**src/rtl/friscv_mem_arbiter.sv**
```systemverilog
// friscv_mem_arbiter
//   Shares one memory port between the friscv_rv32i instruction fetch
//   requester (inst_*) and the load/store requester (data_*). One
//   transaction is in flight at a time; the winning request payload is
//   latched at grant and read data is returned only to its owner.
//
//   Optional feature macro: FRISCV_ARB_RR_EN
//     defined   - round-robin on a tie (the requester not served last wins;
//                 history starts at INST so the first tie goes to DATA)
//     undefined - fixed priority, DATA wins every tie
//
// Ports
//   i_aclk, i_srst              clock, synchronous active-high reset
//   i_inst_en/i_inst_addr       fetch request, held until o_inst_ready
//   o_inst_rdata/o_inst_ready   fetch data + one-cycle completion pulse
//   i_data_en/_wr/_addr/_wdata/_strb  load/store request, held until o_data_ready
//   o_data_rdata/o_data_ready   load data (0 for stores) + completion pulse
//   o_mem_en/_wr/_addr/_wdata/_strb   memory request, held until i_mem_ready
//   i_mem_rdata/i_mem_ready     memory response
//   o_grant                     owner: 00 none, 01 inst, 10 data
module friscv_mem_arbiter #(
    parameter int unsigned ADDRW = 16,
    parameter int unsigned XLEN  = 32
) (
    input  logic                i_aclk,
    input  logic                i_srst,
    input  logic                i_inst_en,
    input  logic [ADDRW-1:0]    i_inst_addr,
    output logic [XLEN-1:0]     o_inst_rdata,
    output logic                o_inst_ready,
    input  logic                i_data_en,
    input  logic                i_data_wr,
    input  logic [ADDRW-1:0]    i_data_addr,
    input  logic [XLEN-1:0]     i_data_wdata,
    input  logic [XLEN/8-1:0]   i_data_strb,
    output logic [XLEN-1:0]     o_data_rdata,
    output logic                o_data_ready,
    output logic                o_mem_en,
    output logic                o_mem_wr,
    output logic [ADDRW-1:0]    o_mem_addr,
    output logic [XLEN-1:0]     o_mem_wdata,
    output logic [XLEN/8-1:0]   o_mem_strb,
    input  logic [XLEN-1:0]     i_mem_rdata,
    input  logic                i_mem_ready,
    output logic [1:0]          o_grant
);

    localparam int unsigned STRBW = XLEN / 8;

    typedef enum logic [1:0] {
        ST_IDLE     = 2'd0,
        ST_GNT_INST = 2'd1,
        ST_GNT_DATA = 2'd2,
        ST_RESP     = 2'd3
    } state_t;

    state_t             r_state;
    state_t             w_state_nxt;

    logic               r_mem_en,     w_mem_en_nxt;
    logic               r_mem_wr,     w_mem_wr_nxt;
    logic [ADDRW-1:0]   r_mem_addr,   w_mem_addr_nxt;
    logic [XLEN-1:0]    r_mem_wdata,  w_mem_wdata_nxt;
    logic [STRBW-1:0]   r_mem_strb,   w_mem_strb_nxt;
    logic [XLEN-1:0]    r_inst_rdata, w_inst_rdata_nxt;
    logic [XLEN-1:0]    r_data_rdata, w_data_rdata_nxt;
    logic               r_inst_ready, w_inst_ready_nxt;
    logic               r_data_ready, w_data_ready_nxt;
    logic [1:0]         r_grant,      w_grant_nxt;

    logic               w_req_any;
    logic               w_pick_data;

    assign w_req_any = i_inst_en | i_data_en;

`ifdef FRISCV_ARB_RR_EN
    // 1 when the most recent grant went to DATA
    logic r_last_data;

    // on a tie, DATA wins only if INST was served last
    assign w_pick_data = i_data_en & (~i_inst_en | ~r_last_data);

    always_ff @(posedge i_aclk) begin
        if (i_srst) begin
            r_last_data <= 1'b0;
        end else if (r_state == ST_IDLE && w_req_any) begin
            r_last_data <= w_pick_data;
        end
    end
`else
    // fixed priority: any data request wins
    assign w_pick_data = i_data_en;
`endif

    // state register
    always_ff @(posedge i_aclk) begin
        if (i_srst) begin
            r_state <= ST_IDLE;
        end else begin
            r_state <= w_state_nxt;
        end
    end

    // next-state logic
    always_comb begin
        w_state_nxt = r_state;
        case (r_state)
            ST_IDLE: begin
                if (w_req_any) begin
                    w_state_nxt = w_pick_data ? ST_GNT_DATA : ST_GNT_INST;
                end
            end
            ST_GNT_INST, ST_GNT_DATA: begin
                if (i_mem_ready) begin
                    w_state_nxt = ST_RESP;
                end
            end
            ST_RESP: w_state_nxt = ST_IDLE;
            default: w_state_nxt = ST_IDLE;
        endcase
    end

    // next values of the registered outputs; payload is latched at grant
    always_comb begin
        w_mem_en_nxt     = r_mem_en;
        w_mem_wr_nxt     = r_mem_wr;
        w_mem_addr_nxt   = r_mem_addr;
        w_mem_wdata_nxt  = r_mem_wdata;
        w_mem_strb_nxt   = r_mem_strb;
        w_inst_rdata_nxt = r_inst_rdata;
        w_data_rdata_nxt = r_data_rdata;
        w_inst_ready_nxt = 1'b0;
        w_data_ready_nxt = 1'b0;
        w_grant_nxt      = r_grant;
        case (r_state)
            ST_IDLE: begin
                if (w_req_any) begin
                    w_mem_en_nxt = 1'b1;
                    if (w_pick_data) begin
                        w_grant_nxt     = 2'b10;
                        w_mem_wr_nxt    = i_data_wr;
                        w_mem_addr_nxt  = i_data_addr;
                        w_mem_wdata_nxt = i_data_wdata;
                        w_mem_strb_nxt  = i_data_strb;
                    end else begin
                        w_grant_nxt     = 2'b01;
                        w_mem_wr_nxt    = 1'b0;
                        w_mem_addr_nxt  = i_inst_addr;
                        w_mem_wdata_nxt = '0;
                        w_mem_strb_nxt  = '0;
                    end
                end
            end
            ST_GNT_INST: begin
                if (i_mem_ready) begin
                    w_mem_en_nxt     = 1'b0;
                    w_inst_rdata_nxt = i_mem_rdata;
                    w_inst_ready_nxt = 1'b1;
                end
            end
            ST_GNT_DATA: begin
                if (i_mem_ready) begin
                    w_mem_en_nxt     = 1'b0;
                    // stores hand back zero rather than bus garbage
                    w_data_rdata_nxt = r_mem_wr ? '0 : i_mem_rdata;
                    w_data_ready_nxt = 1'b1;
                end
            end
            ST_RESP: w_grant_nxt = 2'b00;
            default: ;
        endcase
    end

    // output registers
    always_ff @(posedge i_aclk) begin
        if (i_srst) begin
            r_mem_en     <= 1'b0;
            r_mem_wr     <= 1'b0;
            r_mem_addr   <= '0;
            r_mem_wdata  <= '0;
            r_mem_strb   <= '0;
            r_inst_rdata <= '0;
            r_data_rdata <= '0;
            r_inst_ready <= 1'b0;
            r_data_ready <= 1'b0;
            r_grant      <= 2'b00;
        end else begin
            r_mem_en     <= w_mem_en_nxt;
            r_mem_wr     <= w_mem_wr_nxt;
            r_mem_addr   <= w_mem_addr_nxt;
            r_mem_wdata  <= w_mem_wdata_nxt;
            r_mem_strb   <= w_mem_strb_nxt;
            r_inst_rdata <= w_inst_rdata_nxt;
            r_data_rdata <= w_data_rdata_nxt;
            r_inst_ready <= w_inst_ready_nxt;
            r_data_ready <= w_data_ready_nxt;
            r_grant      <= w_grant_nxt;
        end
    end

    assign o_mem_en     = r_mem_en;
    assign o_mem_wr     = r_mem_wr;
    assign o_mem_addr   = r_mem_addr;
    assign o_mem_wdata  = r_mem_wdata;
    assign o_mem_strb   = r_mem_strb;
    assign o_inst_rdata = r_inst_rdata;
    assign o_data_rdata = r_data_rdata;
    assign o_inst_ready = r_inst_ready;
    assign o_data_ready = r_data_ready;
    assign o_grant      = r_grant;

endmodule

```
**config.mk**
```make
export PLATFORM = sky130hd
export DESIGN_NAME = friscv_mem_arbiter
export DESIGN_NICKNAME = d
export VERILOG_FILES = /design/src/rtl/friscv_mem_arbiter.sv
export SDC_FILE = /design/constraint.sdc
export NUM_CORES = 1
export LEC_CHECK = 0
export CORE_ASPECT_RATIO = 2
export CORE_MARGIN = 1.5
export CORE_UTILIZATION = 41
export CTS_BUF_LIST = sky130_fd_sc_hd__clkbuf_4 sky130_fd_sc_hd__clkbuf_8
export CTS_CLUSTER_SIZE = 8
export DETAILED_ROUTE_END_ITERATION = 10
export PLACE_DENSITY = 0.91
export SLEW_MARGIN = 20
export SYNTH_ARGS = -nofsm -noshare
export SYNTH_HDL_FRONTEND = slang
export SYNTH_SLANG_ARGS = --single-unit
export TNS_END_PERCENT = 1
```
**constraint.sdc**
```tcl
create_clock -name i_aclk -period 2.05 [get_ports i_aclk]
set_clock_uncertainty 0.15 [all_clocks]
set_input_delay 0.615 -clock i_aclk [delete_from_list [all_inputs] [get_ports i_aclk]]
set_output_delay 0.615 -clock i_aclk [all_outputs]
set_load 0.05 [all_outputs]
```
# --- Word-level counts from Yosys, hierarchy flattened ---
# Index checks and enable logic that the tools add are counted.
totals:
  register_bits: 124
  inputBits: 106
op_classes:
  eq_ne: 5
  n_mux: 14
  bitwise: 3
  reduce_logical: 12
ops:
  columns: ["op", "count"]
  rows:
  - ["$mux 32", 2]
  - ["$mux 16", 1]
  - ["$reduce_and 2->1", 5]
  - ["$mux 2", 3]
  - ["$pmux 2 s3", 1]
  - ["$reduce_or 2->1", 3]
  - ["$eq 2x2->1 const B", 2]
  - ["$mux 1", 4]
  - ["$mux 4", 1]
  - ["$pmux 2 s2", 1]
  - ["$reduce_bool 2->1", 2]
  - ["$reduce_and 3->1", 1]
  - ["$eq 2x1->1 const B", 1]
  - ["$logic_not 2->1", 1]
  - ["$ne 2x1->1 const B", 1]
  - ["$ne 2x2->1 const B", 1]
  - ["$not 1->1", 2]
  - ["$pmux 1 s2", 1]
  - ["$or 1x1->1", 1]

# --- Longest topological paths before layout ---
logic_depth:
  word_depth: 4
  depth_mapped: 7
  ltp_nobuf: 5

# --- Worst setup path after synthesis ---
# Ideal clock, no wire load.
synth_timing:
  path_type: "reg-to-reg"
  start: "reg r_state[0]"
  end: "reg r_mem_wdata[24] (netlist: o_mem_wdata[24])"
  t_arrival_ns: 1.348
  required_time_ns: 1.772
  path_slack_ns: 0.425
  stages_incl_launch_ff: 8
  path_buffers: 2
  cell_sequence: "dfxtp_1 inv_1 ha_1 and2_1 buf_4 buf_2 a22oi_1 nor2_1"
synth_via:
  elab_chain_cells: 2
synth_lines:
  columns: ["element", "line_no", "text"]
  rows:
  - ["from (decl)", "57", "state_t r_state;"]
  - ["from (signal assigned)", "100", "r_state <= w_state_nxt;"]
  - ["$logic_not 2->1", "135", "case (r_state)"]
  - ["$reduce_and 2->1 (no source line)", null, null]
  - ["to (signal assigned)", "191", "r_mem_wdata <= w_mem_wdata_nxt;"]
  - ["to (decl)", "63", "logic [XLEN-1:0] r_mem_wdata, w_mem_wdata_nxt;"]
# Every way passes these cells.
# A chain may end at the register's enable or synchronous reset.

# --- Worst setup path after layout ---
layout_timing:
  start: "reg r_mem_wr (netlist: o_mem_wr)"
  end: "out o_mem_wr"
layout_rtl:
  columns: ["element", "line_no", "text"]
  rows:
  - ["from (decl)", "61", "logic r_mem_wr, w_mem_wr_nxt;"]
  - ["from (signal assigned)", "189", "r_mem_wr <= w_mem_wr_nxt;"]
  - ["to (decl)", "39", "output logic o_mem_wr,"]
# No word-level cell between the ends.

==> results.json <==
{
  "ys_seq_area_share_pct": 56.9,
  "critPathSlowestCell": "dfxtp_1",
  "drt-wirelength-per-cell_um": 16.0,
  "num-nets-final": 782,
  "final-setup-viol-count": 0,
  "root_buffer": "clkbuf_8",
  "remaining_drc_errors": 0,
  "ctsHoldBuffers": 0,
  "cts_buffers": 17,
  "path_delay_family": "flip-flops",
  "dr.pass1.iters": 5,
  "synthCells": 449,
  "area_growth_pct": 59.2,
  "power_density_nw_per_um2": 1320,
  "fill_cells": 812,
  "required_ns": 1.28,
  "die_h_um": 149,
  "synthesis.area_um2": 4360,
  "path_buf_inv": 1,
  "gp_congestion": 0.807,
  "met3_usage_pct": 5.44,
  "core_um2": 10400,
  "ys_seq_elements": 124,
  "yosys_warnings": 0,
  "layout_min_cycle_time_ns": 1.82,
  "grt_pass1_wl_um": 20800,
  "avgSynthCellArea_um2": 9.71,
  "worstSkewPairLatency_ns": 0.42,
  "cp_slowest_stage_delay_ns": 0.46,
  "crit_type": "register to output pin",
  "grt-ovfl-total": 0,
  "fin_util_pct": 66.7,
  "antenna_found_initial": 0,
  "power_mw": 9.19,
  "start_util_pct": 41.9,
  "synth_edf_count": 0,
  "dp_hpwl_um": 9710,
  "start_kind": "register",
  "top_usage_layer": "met2",
  "rows": 53,
  "drive_above_1_share_pct": 25.0,
  "dpl_cell_area_um2": 6520,
  "fmax_mhz": 550,
  "htreeDepth": 4,
  "postCtsSetupBuffers": 0,
  "tightestPinTransition_ns": 0.375,
  "path_clk_slew_ns": 0.08,
  "syn_nets": 560,
  "num_vias": 4236,
  "ioPinCount": 228,
  "ys.flop_type": "dfxtp_1",
  "portBuffers": 227,
  "crit_chain": "buf_12",
  "power.leakage_nw": 2.95,
  "num_antenna_cells": 0,
  "finalHoldViolCount": 0,
  "layout_worst_path_cycle_share_pct": 88.7,
  "synth.distinct_cells": 27,
  "grt_pass1_vias": 4289,
  "drt_iter0_markers": 215,
  "critPathMaxFanout": 3,
  "outcome": "finished clean",
  "die_w_um": 75.9,
  "slew_headroom_pct": 75.0,
  "cts-resized-gates": 0,
  "cp-end-kind": "output pin",
  "viasPerCell": 5.17,
  "die_area_um2": 11300,
  "wl_um": 13100,
  "met1_usage_pct": 23.7,
  "rsz0062_at_grt": "no",
  "grt_max_degree": 38,
  "fin_area_um2": 6940,
  "cp.arrival_ns": 1.05,
  "clk_path_buf_depth": 2,
  "hp-class": "register to register",
  "grtUsageTotal_pct": 23.4,
  "clkSinkCount": 124,
  "ir_drop_mv": 1.03,
  "max-cap-violations": 0,
  "cts_tree": "done",
  "grt_use_met2_pct": 42.8,
  "drtAntennaViolNets": 0,
  "async_flop_share_pct": 0,
  "slew_viol_final": 0
}
-- cells by family after synthesis --
family | share of synthesized area [%]
flip-flops | 56.9
AND/OR/NAND/NOR | 12.1
AO/OA/AOI/OAI | 21.1
multiplexers | 3.90
adder cells (fa/ha/maj) | 1.43
buffers and inverters | 4.53
-- sequential cells by signal, summed over array words and instances (netlist names) --
| name | flops |
|---|---|
| o_data_rdata | 32 |
| o_inst_rdata | 32 |
| o_mem_wdata | 32 |
| o_mem_addr | 16 |
| o_mem_strb | 4 |
| o_grant | 2 |
| r_state | 2 |
| o_data_ready | 1 |
| o_inst_ready | 1 |
| o_mem_en | 1 |
| o_mem_wr | 1 |
-- cell usage after synthesis (4+ instances only) --
cell,number,share of area [%]
dfxtp_1,124,57
o21ai_0,4,0.46
ha_1,5,1.4
a22oi_1,37,6.4
nand2_1,69,5.9
inv_1,4,0.34
a22o_1,32,6.4
mux2i_1,17,3.9
buf_2,17,2.0
clkbuf_1,14,1.2
a21oi_1,35,4.0
nor2_1,57,4.9
a211oi_1,17,2.9
-- tightest hold or removal path, delay by kind of cell (launching register included) --
family	cells	cell delay [ns]
compound gates	1	0.05
simple gates	1	0.05
flops	1	0.32
-- final cells by class --
type                       count  area (um^2)  area share [%]
clock buffer                  17          234            3.37
clock inverter                14          193            2.78
inverter                       4         15.0           0.216
multi-input combinational    285         1700            24.4
sequential                   124         2480            35.8
tap                          137          171            2.47
timing repair buffer         239         2150            31.0
-- where the power goes --
| group | total, mW | internal [mW] | switching (mW) | leakage (nW) |
|---|---|---|---|---|
| Combinational | 3.81 | 1.31 | 2.50 | 1.73 |
| Sequential | 3.08 | 2.84 | 0.244 | 1.01 |
| Clock | 2.30 | 1.32 | 0.981 | 0.209 |
| Total | 9.19 | 5.47 | 3.73 | 2.95 |
-- stage by stage --
stage / hold slack, ns / setup TNS, ns / setup WS (ns) / std cells
global route: 0.324 / 0 / 0.145 / 820
detailed placement: 0.298 / -2.23 / -0.120 / 789
CTS: 0.309 / 0 / 0.182 / 820
global placement: 0.295 / -0.537 / -0.0520 / 789
floorplan: 0.319 / 0 / 0.425 / 449
finish: 0.310 / 0 / 0.231 / 820
-- cells in the final DEF, fill, tap and decap left out, types with 4 or more instances in the layout --
master           instances
ha_1                     5
dfxtp_1                124
o21ai_0                  4
mux2i_1                 17
a21oi_1                 34
buf_12                   8
bufinv_16                4
clkbuf_8                17
a211oi_1                17
a22oi_1                 37
nand2_1                 69
inv_1                    4
a22o_1                  32
nor2_1                  57
buf_4                  126
clkdlybuf4s50_1        104
-- worst paths after layout --
| path | start | to | slack [ns] | cells after the start |
|---|---|---|---|---|
| max | o_mem_wr$_SDFFE_PP0P_ | o_mem_wr | 0.23 | 1 |
| min reg2reg | o_inst_rdata[28]$_SDFFE_PP0P_ | o_inst_rdata[28]$_SDFFE_PP0P_ | 0.31 | 2 |
| max reg2reg | r_state[0]$_SDFFE_PP0P_ | o_mem_en$_SDFFE_PP0P_ | 0.31 | 5 |
| min | o_inst_rdata[28]$_SDFFE_PP0P_ | o_inst_rdata[28]$_SDFFE_PP0P_ | 0.31 | 2 |
-- metal layers --
metal	wire length (um)	vias to the layer above
met4	514	0
li1	-	2017
met3	621	36
met5	0	-
met2	7310	184
met1	4690	1999
Note: power is estimated with default switching activity, not from simulation.
